===== config.mk =====
export PLATFORM = sky130hd
export DESIGN_NAME = key_press_gen
export DESIGN_NICKNAME = d
export VERILOG_FILES = /design/src/rtl/key_press_gen.sv
export SDC_FILE = /design/constraint.sdc
export NUM_CORES = 1
export LEC_CHECK = 0
export BUFFER_PORTS_ARGS = -buffer_cell sky130_fd_sc_hd__clkbuf_2
export CORE_AREA = 2 2 90 92
export DETAILED_ROUTE_END_ITERATION = 8
export DIE_AREA = 0 0 92 94
export MAX_ROUTING_LAYER = met4
export PLACE_DENSITY = 0.54
export SLEW_MARGIN = 20
export SYNTH_ARGS = -nofsm -noshare
export SYNTH_HDL_FRONTEND = slang
export SYNTH_SLANG_ARGS = --single-unit
export TNS_END_PERCENT = 1

===== constraint.sdc =====
create_clock -name clk -period 5.4 [get_ports clk]
set_input_delay 0.27 -clock clk [delete_from_list [all_inputs] [get_ports clk]]
set_output_delay 0.27 -clock clk [all_outputs]
set_load 0.02 [all_outputs]

===== src/rtl/key_press_gen.sv =====
// Purpose : push-button stimulus generator; drives an active-low key line with press_cnt press/release cycles.
// Latency : accepted start drives key_out low on the sampling edge; done pulses press_cnt*(PRESS_CYC+RELEASE_CYC) cycles later.
// Backpress: none; start is ignored while busy, abort cancels immediately (done suppressed).
//
// Optional feature: define KEY_BOUNCE_EN to prefix every phase with 2*BOUNCE_N alternating
// bounce segments of BOUNCE_CYC cycles each, starting at the phase's target level.
//
// Ports:
//   clk          clock
//   rst_n        asynchronous active-low reset
//   start        request, sampled in IDLE only
//   press_cnt    number of presses to emit, latched on an accepted start
//   abort        cancels an in-progress sequence (priority over start)
//   key_out      emulated key, active low, idle high
//   busy         high while a sequence is active
//   done         one-cycle pulse on normal completion
//   presses_sent completed press phases in the current/last sequence
module key_press_gen #(
    parameter int PRESS_CYC   = 1_000_000,
    parameter int RELEASE_CYC = 1_000_000,
    parameter int CNT_W       = 24,
    parameter int BOUNCE_N    = 2,
    parameter int BOUNCE_CYC  = 1000
) (
    input  logic       clk,
    input  logic       rst_n,
    input  logic       start,
    input  logic [3:0] press_cnt,
    input  logic       abort,
    output logic       key_out,
    output logic       busy,
    output logic       done,
    output logic [3:0] presses_sent
);

    localparam logic [1:0] ST_IDLE    = 2'd0;
    localparam logic [1:0] ST_PRESS   = 2'd1;
    localparam logic [1:0] ST_RELEASE = 2'd2;

    localparam logic [CNT_W-1:0] PRESS_LAST   = CNT_W'(PRESS_CYC - 1);
    localparam logic [CNT_W-1:0] RELEASE_LAST = CNT_W'(RELEASE_CYC - 1);

    logic [1:0]       state_q, state_d;
    logic [CNT_W-1:0] timer_q, timer_d;
    logic [3:0]       remaining_q, remaining_d;
    logic [3:0]       presses_q, presses_d;
    logic             key_q, key_d;
    logic             busy_q, busy_d;
    logic             done_q, done_d;
    logic             phase_start;

`ifdef KEY_BOUNCE_EN
    localparam int SEG_TOTAL = 2 * BOUNCE_N;
    // +2 keeps the width >= 1 even when BOUNCE_N is 0.
    localparam int SEG_W     = $clog2(SEG_TOTAL + 2);
    localparam logic [SEG_W-1:0] SEG_END  = SEG_W'(SEG_TOTAL);
    localparam logic [CNT_W-1:0] SEG_LAST = CNT_W'(BOUNCE_CYC - 1);

    // seg_idx_q == SEG_END means bouncing is over and the settled hold is running.
    logic [SEG_W-1:0] seg_idx_q, seg_idx_d;
    logic [CNT_W-1:0] seg_tmr_q, seg_tmr_d;
`endif

    always_comb begin
        state_d     = state_q;
        timer_d     = timer_q;
        remaining_d = remaining_q;
        presses_d   = presses_q;
        busy_d      = busy_q;
        done_d      = 1'b0;
        phase_start = 1'b0;
`ifdef KEY_BOUNCE_EN
        seg_idx_d   = seg_idx_q;
        seg_tmr_d   = seg_tmr_q;
`endif

        case (state_q)
            ST_IDLE: begin
                if (start && (press_cnt != 4'd0) && !abort) begin
                    state_d     = ST_PRESS;
                    remaining_d = press_cnt;
                    presses_d   = 4'd0;
                    busy_d      = 1'b1;
                    phase_start = 1'b1;
                end
            end
            ST_PRESS, ST_RELEASE: begin
                if (abort) begin
                    state_d = ST_IDLE;
                    busy_d  = 1'b0;
                    timer_d = '0;
                end else begin
`ifdef KEY_BOUNCE_EN
                    if (seg_idx_q != SEG_END) begin
                        if (seg_tmr_q == SEG_LAST) begin
                            seg_tmr_d = '0;
                            seg_idx_d = seg_idx_q + SEG_W'(1);
                        end else begin
                            seg_tmr_d = seg_tmr_q + CNT_W'(1);
                        end
                    end else
`endif
                    begin
                        if (timer_q == ((state_q == ST_PRESS) ? PRESS_LAST : RELEASE_LAST)) begin
                            if (state_q == ST_PRESS) begin
                                // Press counters move only once the settled low hold completes.
                                state_d     = ST_RELEASE;
                                presses_d   = presses_q + 4'd1;
                                remaining_d = remaining_q - 4'd1;
                                phase_start = 1'b1;
                            end else if (remaining_q != 4'd0) begin
                                state_d     = ST_PRESS;
                                phase_start = 1'b1;
                            end else begin
                                state_d = ST_IDLE;
                                busy_d  = 1'b0;
                                done_d  = 1'b1;
                                timer_d = '0;
                            end
                        end else begin
                            timer_d = timer_q + CNT_W'(1);
                        end
                    end
                end
            end
            default: begin
                state_d = ST_IDLE;
                busy_d  = 1'b0;
                timer_d = '0;
            end
        endcase

        if (phase_start) begin
            timer_d   = '0;
`ifdef KEY_BOUNCE_EN
            seg_idx_d = '0;
            seg_tmr_d = '0;
`endif
        end

        // key_out is registered, so its next value follows the next state: low only in PRESS.
        key_d = (state_d != ST_PRESS);
`ifdef KEY_BOUNCE_EN
        // Odd bounce segments sit at the opposite of the phase's target level.
        if ((state_d != ST_IDLE) && (seg_idx_d != SEG_END)) begin
            key_d = key_d ^ seg_idx_d[0];
        end
`endif
    end

    always_ff @(posedge clk or negedge rst_n) begin
        if (!rst_n) begin
            state_q     <= ST_IDLE;
            timer_q     <= '0;
            remaining_q <= 4'd0;
            presses_q   <= 4'd0;
            key_q       <= 1'b1;
            busy_q      <= 1'b0;
            done_q      <= 1'b0;
        end else begin
            state_q     <= state_d;
            timer_q     <= timer_d;
            remaining_q <= remaining_d;
            presses_q   <= presses_d;
            key_q       <= key_d;
            busy_q      <= busy_d;
            done_q      <= done_d;
        end
    end

`ifdef KEY_BOUNCE_EN
    always_ff @(posedge clk or negedge rst_n) begin
        if (!rst_n) begin
            seg_idx_q <= '0;
            seg_tmr_q <= '0;
        end else begin
            seg_idx_q <= seg_idx_d;
            seg_tmr_q <= seg_tmr_d;
        end
    end
`endif

    assign key_out      = key_q;
    assign busy         = busy_q;
    assign done         = done_q;
    assign presses_sent = presses_q;

endmodule


==> metrics.csv, run 1 <==
stage,metric,value,unit
sta,"Setup violations, final",0,
logic_synthesis,"Seq/Total Area, Yosys",41.12,%
grt,largest net degree at the start of global routing,38,
critical_path,CP required,5.56,ns
die,row cnt,32,
logic_synthesis,Synth top cells by count,"dfrtp_1, nand3_1, nand2_1, nor2_1, xnor2_1",
sta,RSZ-0062 raised after global routing,no,
route,DR vias,1897,
die,initial core utilization,29.64,%
placed_design,port bufs,14,
placed_design,GP Congestion,0.8057,
logic_synthesis,Area contributors post-synth,"dfrtp_1, xnor2_1, nand3_1",
worst_hold_path,worst hold path class,in2async,
die,Core Area,7607,um2
sta,period utilisation layout,50.86,%
critical_path,crit end category,flop,
critical_path,WS Path Type,reg2reg,
logic_synthesis,Yosys top cell by area,dfrtp_1,
logic_synthesis,Post-synth EDFFs,0,
logic_synthesis,Synthesized Nets,260,
critical_path,Worst setup SP type,flop,
status,outcome,completed,
grt,GRT Total Usage,13.05,%
die,DIE HEIGHT,94,um
power,P per Cell Area,322.0,nW/um2
final_layout,Layout Area Growth over Synthesis,11.27,%
die,Die W,92,um
clock_tree,CTS root buffer,clkbuf_8,
clock_tree,Worst-Skew Late Latency,0.29,ns
critical_path,Reg-to-Reg End,timer_q[18],
die,die area,8648,um2
logic_synthesis,multiplexer share of the synthesized area,2.275,%
final_layout,fillers,833,
power,P_leak,0.001008,uW
logic_synthesis,average instance area after synthesis,9.165,um2
critical_path,WP data arrival,2.91,ns
clock_tree,clk buf depth,2,
logic_synthesis,synthesized-area fraction occupied by and/or/nand/nor cells,26.97,%
clock_tree,H-tree levels,2,
sta,Final Hold Fails,0,
route,average wire per standard cell,14.02,um
clock_tree,Clock Sink Count,37,
clock_tree,"Hold-fix buffers, CTS",0,
power,worst vdd ir,0.1382,mV
route,DR pass1 iterations,5,
sta,Slew Limit Fails,0,
die,Ports,15,
grt,grt total ovfl,0,
clock_tree,TritonCTS clock tree,done,
logic_synthesis,leading register cell type out of synthesis,dfrtp_1,
sta,fmax,364.1,MHz
final_layout,share of layout cells above drive strength 1,11.45,%
clock_tree,post-CTS sizing,0,
logic_synthesis,complex-gate fraction of the synthesized area,17.81,%
grt,vias in the first global route,1812,
critical_path,critical-path maximum fanout,16,
logic_synthesis,Synth Area in XOR/XNOR,5.438,%
logic_synthesis,Async SR Flop Fraction,100.0,%
route,Antenna Violating Nets Remaining,0,
clock_tree,cts bufs inserted,5,
logic_synthesis,most common cell in the netlist,dfrtp_1,
route,Residual DRC,0,
logic_synthesis,synthesized area,2255,um2
logic_synthesis,yosys warns,0,
placed_design,Post-DP HPWL,3615,um
logic_synthesis,Yosys top cell area share,39.96,%
grt,initial antenna violation count,0,
clock_tree,postcts setup bufs,0,
final_layout,n_diodes,0,
sta,Final Skew,0.008387,ns
sta,Rel. slew slack,36.77,%
critical_path,R2R setup slack,2.65,ns
logic_synthesis,largest family of logic cells by synthesized area,simple AND/OR/NAND/NOR gates,
route,Post-Route WL,5103,um
route,vias per cell,5.212,
sta,min Tclk post-route,2.746,ns
logic_synthesis,Synth Area in Adders,3.330,%
final_layout,fin util,32.98,%
critical_path,FF-to-FF Start,state_q[0],
sta,Worst-Margin Slew,0.9484,ns
sta,Setup TNS Final,0,ns
route,initial DRC count,168,
logic_synthesis,Mapped Cells,246,
logic_synthesis,Yosys reg bits,37,
logic_synthesis,count of different cell masters after synthesis,49,
grt,first-pass GRT wire length,8921,um
clock_tree,clk slew on worst S/H paths,0.07,ns
critical_path,Reg2Reg Depth,8,
final_layout,Final #Nets,275,
run,Max Cap Violations,0,
## critical path, stage by stage, from the launching register on
cell	delay [ns]
dfrtp_1	0.40
inv_1	0.06
ha_1	0.57
nor2b_1	0.37
nand3_1	0.13
o32a_4	0.42
a2111oi_1	0.43
xnor2_1	0.19
nor2_2	0.04
## report_power, final
part | total [uW] | leakage [uW] | internal [uW] | switching (uW)
logic | 278 | 0.000468 | 94.5 | 183
registers | 339 | 0.000500 | 309 | 29.5
clock network | 191 | 0.0000395 | 91.8 | 99.3
total | 808 | 0.00101 | 496 | 312
## area by class of cell
class	instances	area (um2)	area share [%]
inverters	10	37.54	1.496
well taps	102	127.6	5.087
flip-flops and latches	37	927.1	36.96
clock buffers	8	80.08	3.192
repair buffers	15	77.57	3.092
multi-input cells	192	1259	50.17
## layer usage
layer	global-route usage, %	routed length [um]	vias to the layer above
li1	-	-	936
met4	4.104	57	0
met2	19.91	2342	28
met1	17.99	2590	927
met3	1.926	112	6
met5	-	0	-
## registers in the layout, indices dropped and copies added, names as in the netlist
signal and cells:
timer_q 24, presses_sent 4, remaining_q 4, state_q 2, busy 1, done 1
key_out 1
## stage by stage
step	hold WS, ns	setup WS, ns	total power [uW]	cell area [um2]	instances
finish	0.1149	2.654	807.8	2509	364
CTS	0.1582	2.657	817.8	2509	364
detailed placement	0.4754	2.661	622.4	2429	356
floorplan	-0.02559	3.108	548.6	2255	246
global route	0.2069	2.383	873.9	2509	364
global placement	0.4659	2.742	619.5	2429	356
## worst max path at each step
| stage | start | to | depth (start not counted) |
|---|---|---|---|
| global placement | state_q[0] | timer_q[20] | 8 |
| global route | state_q[0] | timer_q[20] | 8 |
| detailed placement | state_q[0] | timer_q[14] | 8 |
| floorplan | state_q[0] | timer_q[23] | 8 |
| CTS | state_q[0] | timer_q[14] | 8 |
| finish | state_q[0] | timer_q[18] | 8 |
## cells by family (layout without fill, tap and decap cells)
logic type | Yosys count | after routing
flip-flops | 37 | 37
adder cells (fa/ha/maj) | 6 | 6
buffers and inverters | 17 | 33
XOR/XNOR | 14 | 14
AND/OR/NAND/NOR | 113 | 113
multiplexers | 5 | 5
AO/OA/AOI/OAI | 54 | 54
## layout by cell type, fill, tap and decap left out, drive strengths merged, types with 2 or more instances in the layout
cell and instances:
and4 4, mux2i 4, nand3 22, and2 3
nor4 4, a2111oi 4, nor2b 4, or3 2
nor2 23, nor4b 2, a211oi 7, and3 3
ha 6, o211ai 2, dfrtp 36, xnor2 14
nor3 2, nand4 12, a211o 2, a21oi 12
o21ai 12, o32a 2, nor3b 2, a22o 4
nand2b 7, nand2 20, clkbuf 22, inv 10
Power figures use the tool's default switching activity.
==> run 2: changes to the inputs <==
--- a/config.mk
+++ b/config.mk
@@ -10,7 +10,7 @@
 export DETAILED_ROUTE_END_ITERATION = 8
 export DIE_AREA = 0 0 92 94
 export MAX_ROUTING_LAYER = met4
-export PLACE_DENSITY = 0.54
+export PLACE_DENSITY = 0.55
 export SLEW_MARGIN = 20
 export SYNTH_ARGS = -nofsm -noshare
 export SYNTH_HDL_FRONTEND = slang
==> constraint.sdc (replaced) <==
create_clock -name clk -period 2.4 [get_ports clk]
set_input_delay 0.12 -clock clk [delete_from_list [all_inputs] [get_ports clk]]
set_output_delay 0.12 -clock clk [all_outputs]
set_load 0.02 [all_outputs]
==> metrics.csv, run 2 (synthesis gave the netlist of run 1 again) <==
stage,metric,value,unit,change
sta,hold slack,0.1047,ns,-0.01014 ns
die,DIE HEIGHT,94,um,unchanged
sta,Final Skew,0.005106,ns,-0.003282 ns
route,DR pass1 iterations,4,,-1
grt,first-pass GRT wire length,9742,um,+9.2%
die,die area,8648,um2,unchanged
sta,period utilisation layout,98.50,%,+48 points
clock_tree,cts bufs inserted,5,,unchanged
placed_design,port bufs,14,,unchanged
power,Clk pwr share,23.8,%,about the same
critical_path,Reg2Reg Depth,8,,unchanged
die,Core Area,7607,um2,unchanged
sta,fmax,423.0,MHz,+16%
grt,GRT Total Usage,14.58,%,+1.5 points
clock_tree,clk slew on worst S/H paths,0.07,ns,about the same
critical_path,FF-to-FF Start,state_q[0],,
final_layout,post-route non-filler standard cell count,395,,+8.5%
worst_hold_path,hold path depth,3,,
die,Die W,92,um,unchanged
critical_path,Critical Path Slowest Stage Cell,or4b_4,,
sta,RSZ-0062 raised after global routing,yes,,
critical_path,CP required,2.59,ns,-2.97 ns
route,Antenna Violating Nets Remaining,0,,unchanged
final_layout,max reg flops,24,,unchanged
critical_path,critical-path maximum fanout,16,,unchanged
final_layout,Layout Area Growth over Synthesis,23.53,%,
sta,Slew Limit Fails,0,,unchanged
power,worst vdd ir,0.3009,mV,+120%
grt,initial antenna violation count,0,,unchanged
final_layout,Largest Register,timer_q,,
power,Sw Ratio,36.58,%,-2.1 points
critical_path,CP cell instances,ha_1 > or4b_4 > nand4_1 > o21bai_1 > buf_4 > a2111oi_1 > xnor2_1 > nor2_2,,
clock_tree,TritonCTS clock tree,done,,
power,Int Power,1291,uW,+160%
status,outcome,completed,,
worst_hold_path,worst hold path class,in2reg,,
critical_path,WP data arrival,2.55,ns,-0.36 ns
critical_path,Worst path max stage delay,0.54,ns,-0.03 ns
clock_tree,clk buf depth,2,,unchanged
route,vias per cell,5.127,,-1.6%
sta,Worst-Margin Slew,0.9209,ns,-0.02753 ns
sta,Final Hold Fails,0,,unchanged
critical_path,Critical path buffers and inverters,1,,unchanged
power,P_sw,744.5,uW,+140%
sta,final worst slack,0.03588,ns,-2.618 ns
grt,grt total ovfl,0,,unchanged
final_layout,fin area,2785,um2,+11%
route,average wire per standard cell,13.95,um,-0.52%
power,P per Cell Area,730.8,nW/um2,+130%
critical_path,WS Path Type,reg2reg,,
power,combinational fraction of design power,39.5,%,+5.1 points
clock_tree,CTS root buffer,clkbuf_8,,
placed_design,placed cells,386,,+8.4%
placed_design,Place WS,0.02684,ns,-2.634 ns
final_layout,"most common cell after layout, fill and taps aside",dfrtp_1,,
route,DR vias,2025,,+6.7%
clock_tree,H-tree levels,2,,unchanged
critical_path,R2R setup slack,0.04,ns,-2.62 ns
worst_hold_path,Hold Path Sink,remaining_q[1],,
route,Residual DRC,0,,unchanged
critical_path,family with the most delay on the worst path,simple AND/OR/NAND/NOR gates,,
critical_path,Reg-to-Reg End,timer_q[20],,
power,P_leak,0.001180,uW,+17%
final_layout,n_diodes,0,,unchanged
die,initial core utilization,29.64,%,unchanged
final_layout,share of layout cells above drive strength 1,23.21,%,+12 points
worst_hold_path,HP Start,press_cnt[1],,
sta,min Tclk post-route,2.364,ns,-0.3822 ns
power,register share of total power,36.7,%,-5.2 points
critical_path,crit end category,flop,,
final_layout,most frequent cells in the layout,"dfrtp_1, buf_4, nand3_1",,
sta,Rel. slew slack,38.61,%,+1.8 points
grt,largest net degree at the start of global routing,38,,unchanged
placed_design,Post-DP HPWL,4078,um,+13%
die,Ports,15,,unchanged
route,Post-Route WL,5509,um,+8.0%
sta,"Setup violations, final",0,,unchanged
final_layout,Final #Nets,306,,+11%
route,initial DRC count,204,,+21%
run,Max Cap Violations,0,,unchanged
critical_path,crit path launch,state_q[0],,
clock_tree,Worst-Skew Late Latency,0.29,ns,about the same
grt,vias in the first global route,1999,,+10%
critical_path,Worst setup SP type,flop,,
clock_tree,Clock Sink Count,37,,unchanged
placed_design,DP Area,2654,um2,+9.3%
clock_tree,postcts setup bufs,0,,unchanged
placed_design,GP Congestion,0.8467,,+5.1%
final_layout,fillers,800,,-4.0%
die,row cnt,32,,unchanged
==> run 2: layer usage <==
metal,GRT usage [%],share of wire [%],wire [um],up-vias
li1,-,-,-,1010
met1,19.16,49,2711,969
met2,22.30,45,2493,37
met5,-,0,0,-
met3,2.809,3.5,191,9
met4,5.846,2.1,113,0
==> run 2: worst reg2reg max path, stage by stage, from the launching register on <==
cell	delay (ns)
dfrtp_1	0.41
ha_1	0.22
or4b_4	0.54
nand4_1	0.12
o21bai_1	0.07
buf_4	0.20
a2111oi_1	0.46
xnor2_1	0.20
nor2_2	0.04
==> run 2: how the worst max path moves through the flow <==
stage                       end  slack (ns)  depth (start not counted)
detailed placement  timer_q[14]        0.03                          9
global placement    timer_q[20]        0.07                          9
global route        timer_q[20]       -0.10                          9
finish              timer_q[20]        0.04                          8
CTS                 timer_q[20]        0.02                          9
floorplan           timer_q[23]        0.11                          8
==> run 2: repair_timing <==
item | 4_1_cts | 5_1_grt
hold buffers | 1 | 0
resized for setup | 0 | 5
endpoints found under the hold margin | 15 | 0
setup endpoints to repair | 0 | 23
==> run 2: metrics by stage <==
step	total power (uW)	TNS, ns	util (%)
floorplan	1234	0	-
global placement	1529	0	34.88
detailed placement	1535	0	34.88
CTS	2030	0	36.35
global route	2186	-0.6183	36.61
finish	2035	0	36.61
==> run 2: power groups by stage <==
stage | combinational [uW] | clock, uW | sequential, uW
finish | 805 | 484 | 747
CTS | 782 | 501 | 747
detailed placement | 777 | 0 | 758
global placement | 777 | 0 | 752
global route | 902 | 527 | 757
floorplan | 458 | 0 | 777
==> run 2: area by class of cell <==
class                   count  area (um2)  area share (%)
clock buffers               7       96.34           3.459
clock inverters             1       5.005          0.1797
inverters                  10       37.54           1.348
multi-input cells         192        1279           45.91
flip-flops and latches     37       927.1           33.29
well taps                 102       127.6           4.582
repair buffers             46       312.8           11.23
==> run 3: changes to the inputs <==
--- a/config.mk
+++ b/config.mk
@@ -5,10 +5,11 @@
 export SDC_FILE = /design/constraint.sdc
 export NUM_CORES = 1
 export LEC_CHECK = 0
+export ABC_AREA = 1
 export BUFFER_PORTS_ARGS = -buffer_cell sky130_fd_sc_hd__clkbuf_2
-export CORE_AREA = 2 2 90 92
+export CORE_AREA = 2 2 98 100
 export DETAILED_ROUTE_END_ITERATION = 8
-export DIE_AREA = 0 0 92 94
+export DIE_AREA = 0 0 100 102
 export MAX_ROUTING_LAYER = met4
 export PLACE_DENSITY = 0.55
 export SLEW_MARGIN = 20
==> metrics.csv, run 3 <==
stage,metric,value,unit,change
final_layout,fin util,32.46,%,-4.2 points
logic_synthesis,count of different cell masters after synthesis,33,,-33%
clock_tree,H-tree levels,2,,unchanged
logic_synthesis,synthesized area,2665,um2,+18%
sta,period utilisation layout,84.69,%,-14 points
power,P per Cell Area,762.7,nW/um2,+4.4%
critical_path,critical-path maximum fanout,20,,+4
sta,fmax,492.0,MHz,+16%
critical_path,Reg2Reg Depth,12,,+4
clock_tree,TritonCTS clock tree,done,,
power,P_leak,0.001286,uW,+9.0%
logic_synthesis,leading register cell type out of synthesis,dfrtp_1,,
final_layout,Largest Register,timer_q,,
clock_tree,clk slew on worst S/H paths,0.08,ns,about the same
logic_synthesis,Yosys top cell by area,dfrtp_1,,
critical_path,crit end category,flop,,
clock_tree,postcts setup bufs,0,,unchanged
route,Antenna Violating Nets Remaining,0,,unchanged
clock_tree,cts bufs inserted,5,,unchanged
die,initial core utilization,29.26,%,-0.38 points
die,Ports,15,,unchanged
clock_tree,clk buf depth,2,,unchanged
power,worst vdd ir,0.2271,mV,-25%
grt,first-pass GRT wire length,12070,um,+24%
die,DIE HEIGHT,102,um,+8.5%
logic_synthesis,most common cell in the netlist,nand2_1,,
final_layout,Layout Area Growth over Synthesis,10.94,%,
final_layout,"most common cell after layout, fill and taps aside",nand2_1,,
logic_synthesis,yosys warns,0,,unchanged
placed_design,GP Congestion,0.8897,,+5.1%
final_layout,max reg flops,24,,unchanged
route,initial DRC count,193,,-5.4%
critical_path,Worst setup SP type,flop,,
route,DR vias,2652,,+31%
logic_synthesis,Async SR Flop Fraction,100.0,%,unchanged
worst_hold_path,worst hold path class,in2async,,
status,failing checks,hold timing,,
clock_tree,post-CTS sizing,0,,unchanged
logic_synthesis,Post-synth EDFFs,0,,unchanged
die,Core Area,9109,um2,+20%
final_layout,most frequent cells in the layout,"nand2_1, nor2_1, nand3_1",,
die,row cnt,35,,+9.4%
placed_design,Post-DP HPWL,5080,um,+25%
grt,vias in the first global route,2508,,+25%
sta,"Setup violations, final",0,,unchanged
sta,Final Skew,0.003306,ns,-0.001799 ns
logic_synthesis,Yosys reg bits,37,,unchanged
status,outcome,"complete, but fails checks",,
logic_synthesis,Yosys top cell area share,33.80,%,-6.2 points
final_layout,n_diodes,0,,unchanged
route,vias per cell,5.042,,-1.7%
final_layout,Final #Nets,428,,+40%
sta,Setup TNS Final,0,ns,unchanged
sta,Final Hold Fails,36,,+36
clock_tree,CTS root buffer,clkbuf_8,,
final_layout,fillers,989,,+24%
clock_tree,"Hold-fix buffers, CTS",0,,-1
route,DR pass1 iterations,5,,+1
grt,GRT Total Usage,15.39,%,+0.81 points
clock_tree,Worst-Skew Late Latency,0.29,ns,about the same
route,Residual DRC,0,,unchanged
sta,hold slack,-0.04297,ns,-0.1477 ns
run,Max Cap Violations,0,,unchanged
grt,initial antenna violation count,0,,unchanged
route,average wire per standard cell,13.58,um,-2.7%
final_layout,share of layout cells above drive strength 1,10.12,%,-13 points
route,Post-Route WL,7141,um,+30%
logic_synthesis,Synthesized Nets,415,,+60%
sta,Worst-Margin Slew,0.9449,ns,+0.02402 ns
critical_path,WS Path Type,reg2reg,,
grt,grt total ovfl,0,,unchanged
sta,Rel. slew slack,37.00,%,-1.6 points
logic_synthesis,Area contributors post-synth,"dfrtp_1, nand2_1, nand3_1",,
grt,largest net degree at the start of global routing,38,,unchanged
critical_path,CP required,2.58,ns,about the same
logic_synthesis,Mapped Cells,401,,+63%
sta,Slew Limit Fails,0,,unchanged
die,die area,10200,um2,+18%
clock_tree,Clock Sink Count,37,,unchanged
placed_design,port bufs,14,,unchanged
die,Die W,100,um,+8.7%
logic_synthesis,Synth top cells by count,"nand2_1, nand3_1, nor2_1",,
sta,RSZ-0062 raised after global routing,no,,
sta,min Tclk post-route,2.033,ns,-0.3316 ns
critical_path,WP data arrival,2.21,ns,-0.34 ns
logic_synthesis,"Seq/Total Area, Yosys",34.79,%,-6.3 points
logic_synthesis,average instance area after synthesis,6.646,um2,-27%
==> run 3: changes by cell type in the layout (fill, tap and decap cells not counted), moves of 6 or more <==
cell / previous run / this run
xor2_1: 0 / 11
xnor2_1: 14 / 4
buf_4: 31 / 4
nand4_1: 12 / 6
nand3_1: 22 / 63
inv_1: 10 / 34
o21ai_1: 0 / 10
a211oi_1: 6 / 0
nand2_1: 20 / 108
a21oi_1: 11 / 5
nand2b_1: 7 / 0
nor2_1: 19 / 63
==> run 3: metal layers <==
| metal | GRT usage, % | up-vias | part of all wire (%) |
|---|---|---|---|
| met5 | - | - | 0 |
| met4 | 4.426 | 0 | 1.4 |
| met3 | 2.462 | 11 | 4.9 |
| met2 | 25.52 | 86 | 46 |
| met1 | 19.52 | 1241 | 48 |
| li1 | - | 1314 | - |
==> run 3: final cells by class <==
type	instances	area [um2]	share of cell area, %
Tap cell	111	138.9	4.697
Timing Repair Buffer	18	100.1	3.386
Sequential cell	37	927.1	31.36
Clock inverter	1	30.03	1.016
Inverter	38	142.6	4.824
Clock buffer	7	86.33	2.920
Multi-Input combinational cell	314	1531	51.80
==> run 3: path summary, 6_finish.rpt <==
check	slack [ns]	from	endpoint
max	0.37	state_q[0]	timer_q[16]
max in group asynchronous	1.85	rst_n	timer_q[22]
min reg2reg	0.50	remaining_q[2]	remaining_q[2]
max reg2reg	0.37	state_q[0]	timer_q[16]
min in group clk	0.13	press_cnt[1]	remaining_q[1]
min	-0.04	rst_n	state_q[0]
==> run 3: kinds of logic after synthesis <==
family          synth area share [%]
xor+xnor                       4.929
compound gates                 7.042
flops                          34.79
simple gates                   42.68
fa+ha+maj                      2.817
buf+inv                        7.746
==> run 3: through the flow <==
step | hold WS (ns) | worst slack (ns) | instances | instance area (um2) | power (uW)
final | -0.04297 | 0.3675 | 526 | 2957 | 2255
after floorplan | -0.1756 | 0.6175 | 401 | 2665 | 1464
after global placement | 0.3226 | 0.4202 | 518 | 2840 | 1686
after global routing | 0.04720 | 0.1457 | 526 | 2957 | 2429
after detailed placement | 0.3289 | 0.3603 | 518 | 2840 | 1704
after CTS | 0.002879 | 0.3522 | 526 | 2957 | 2295
==> run 3: where the power goes <==
group / switching (uW) / total (uW) / internal [uW]
logic: 638 / 888 / 250
clock network: 232 / 571 / 339
registers: 73.1 / 796 / 723
==> run 3: worst max-delay path, stage by stage, from the launching register on <==
cell and delay, ns:
dfrtp_1 0.39, inv_1 0.09, ha_1 0.31, inv_2 0.05, nor2_2 0.13, nand2_1 0.10, inv_1 0.08, nand3_2 0.11
nand2_2 0.10, nand2_4 0.15, buf_4 0.25, nand3_1 0.10, o21ai_1 0.07
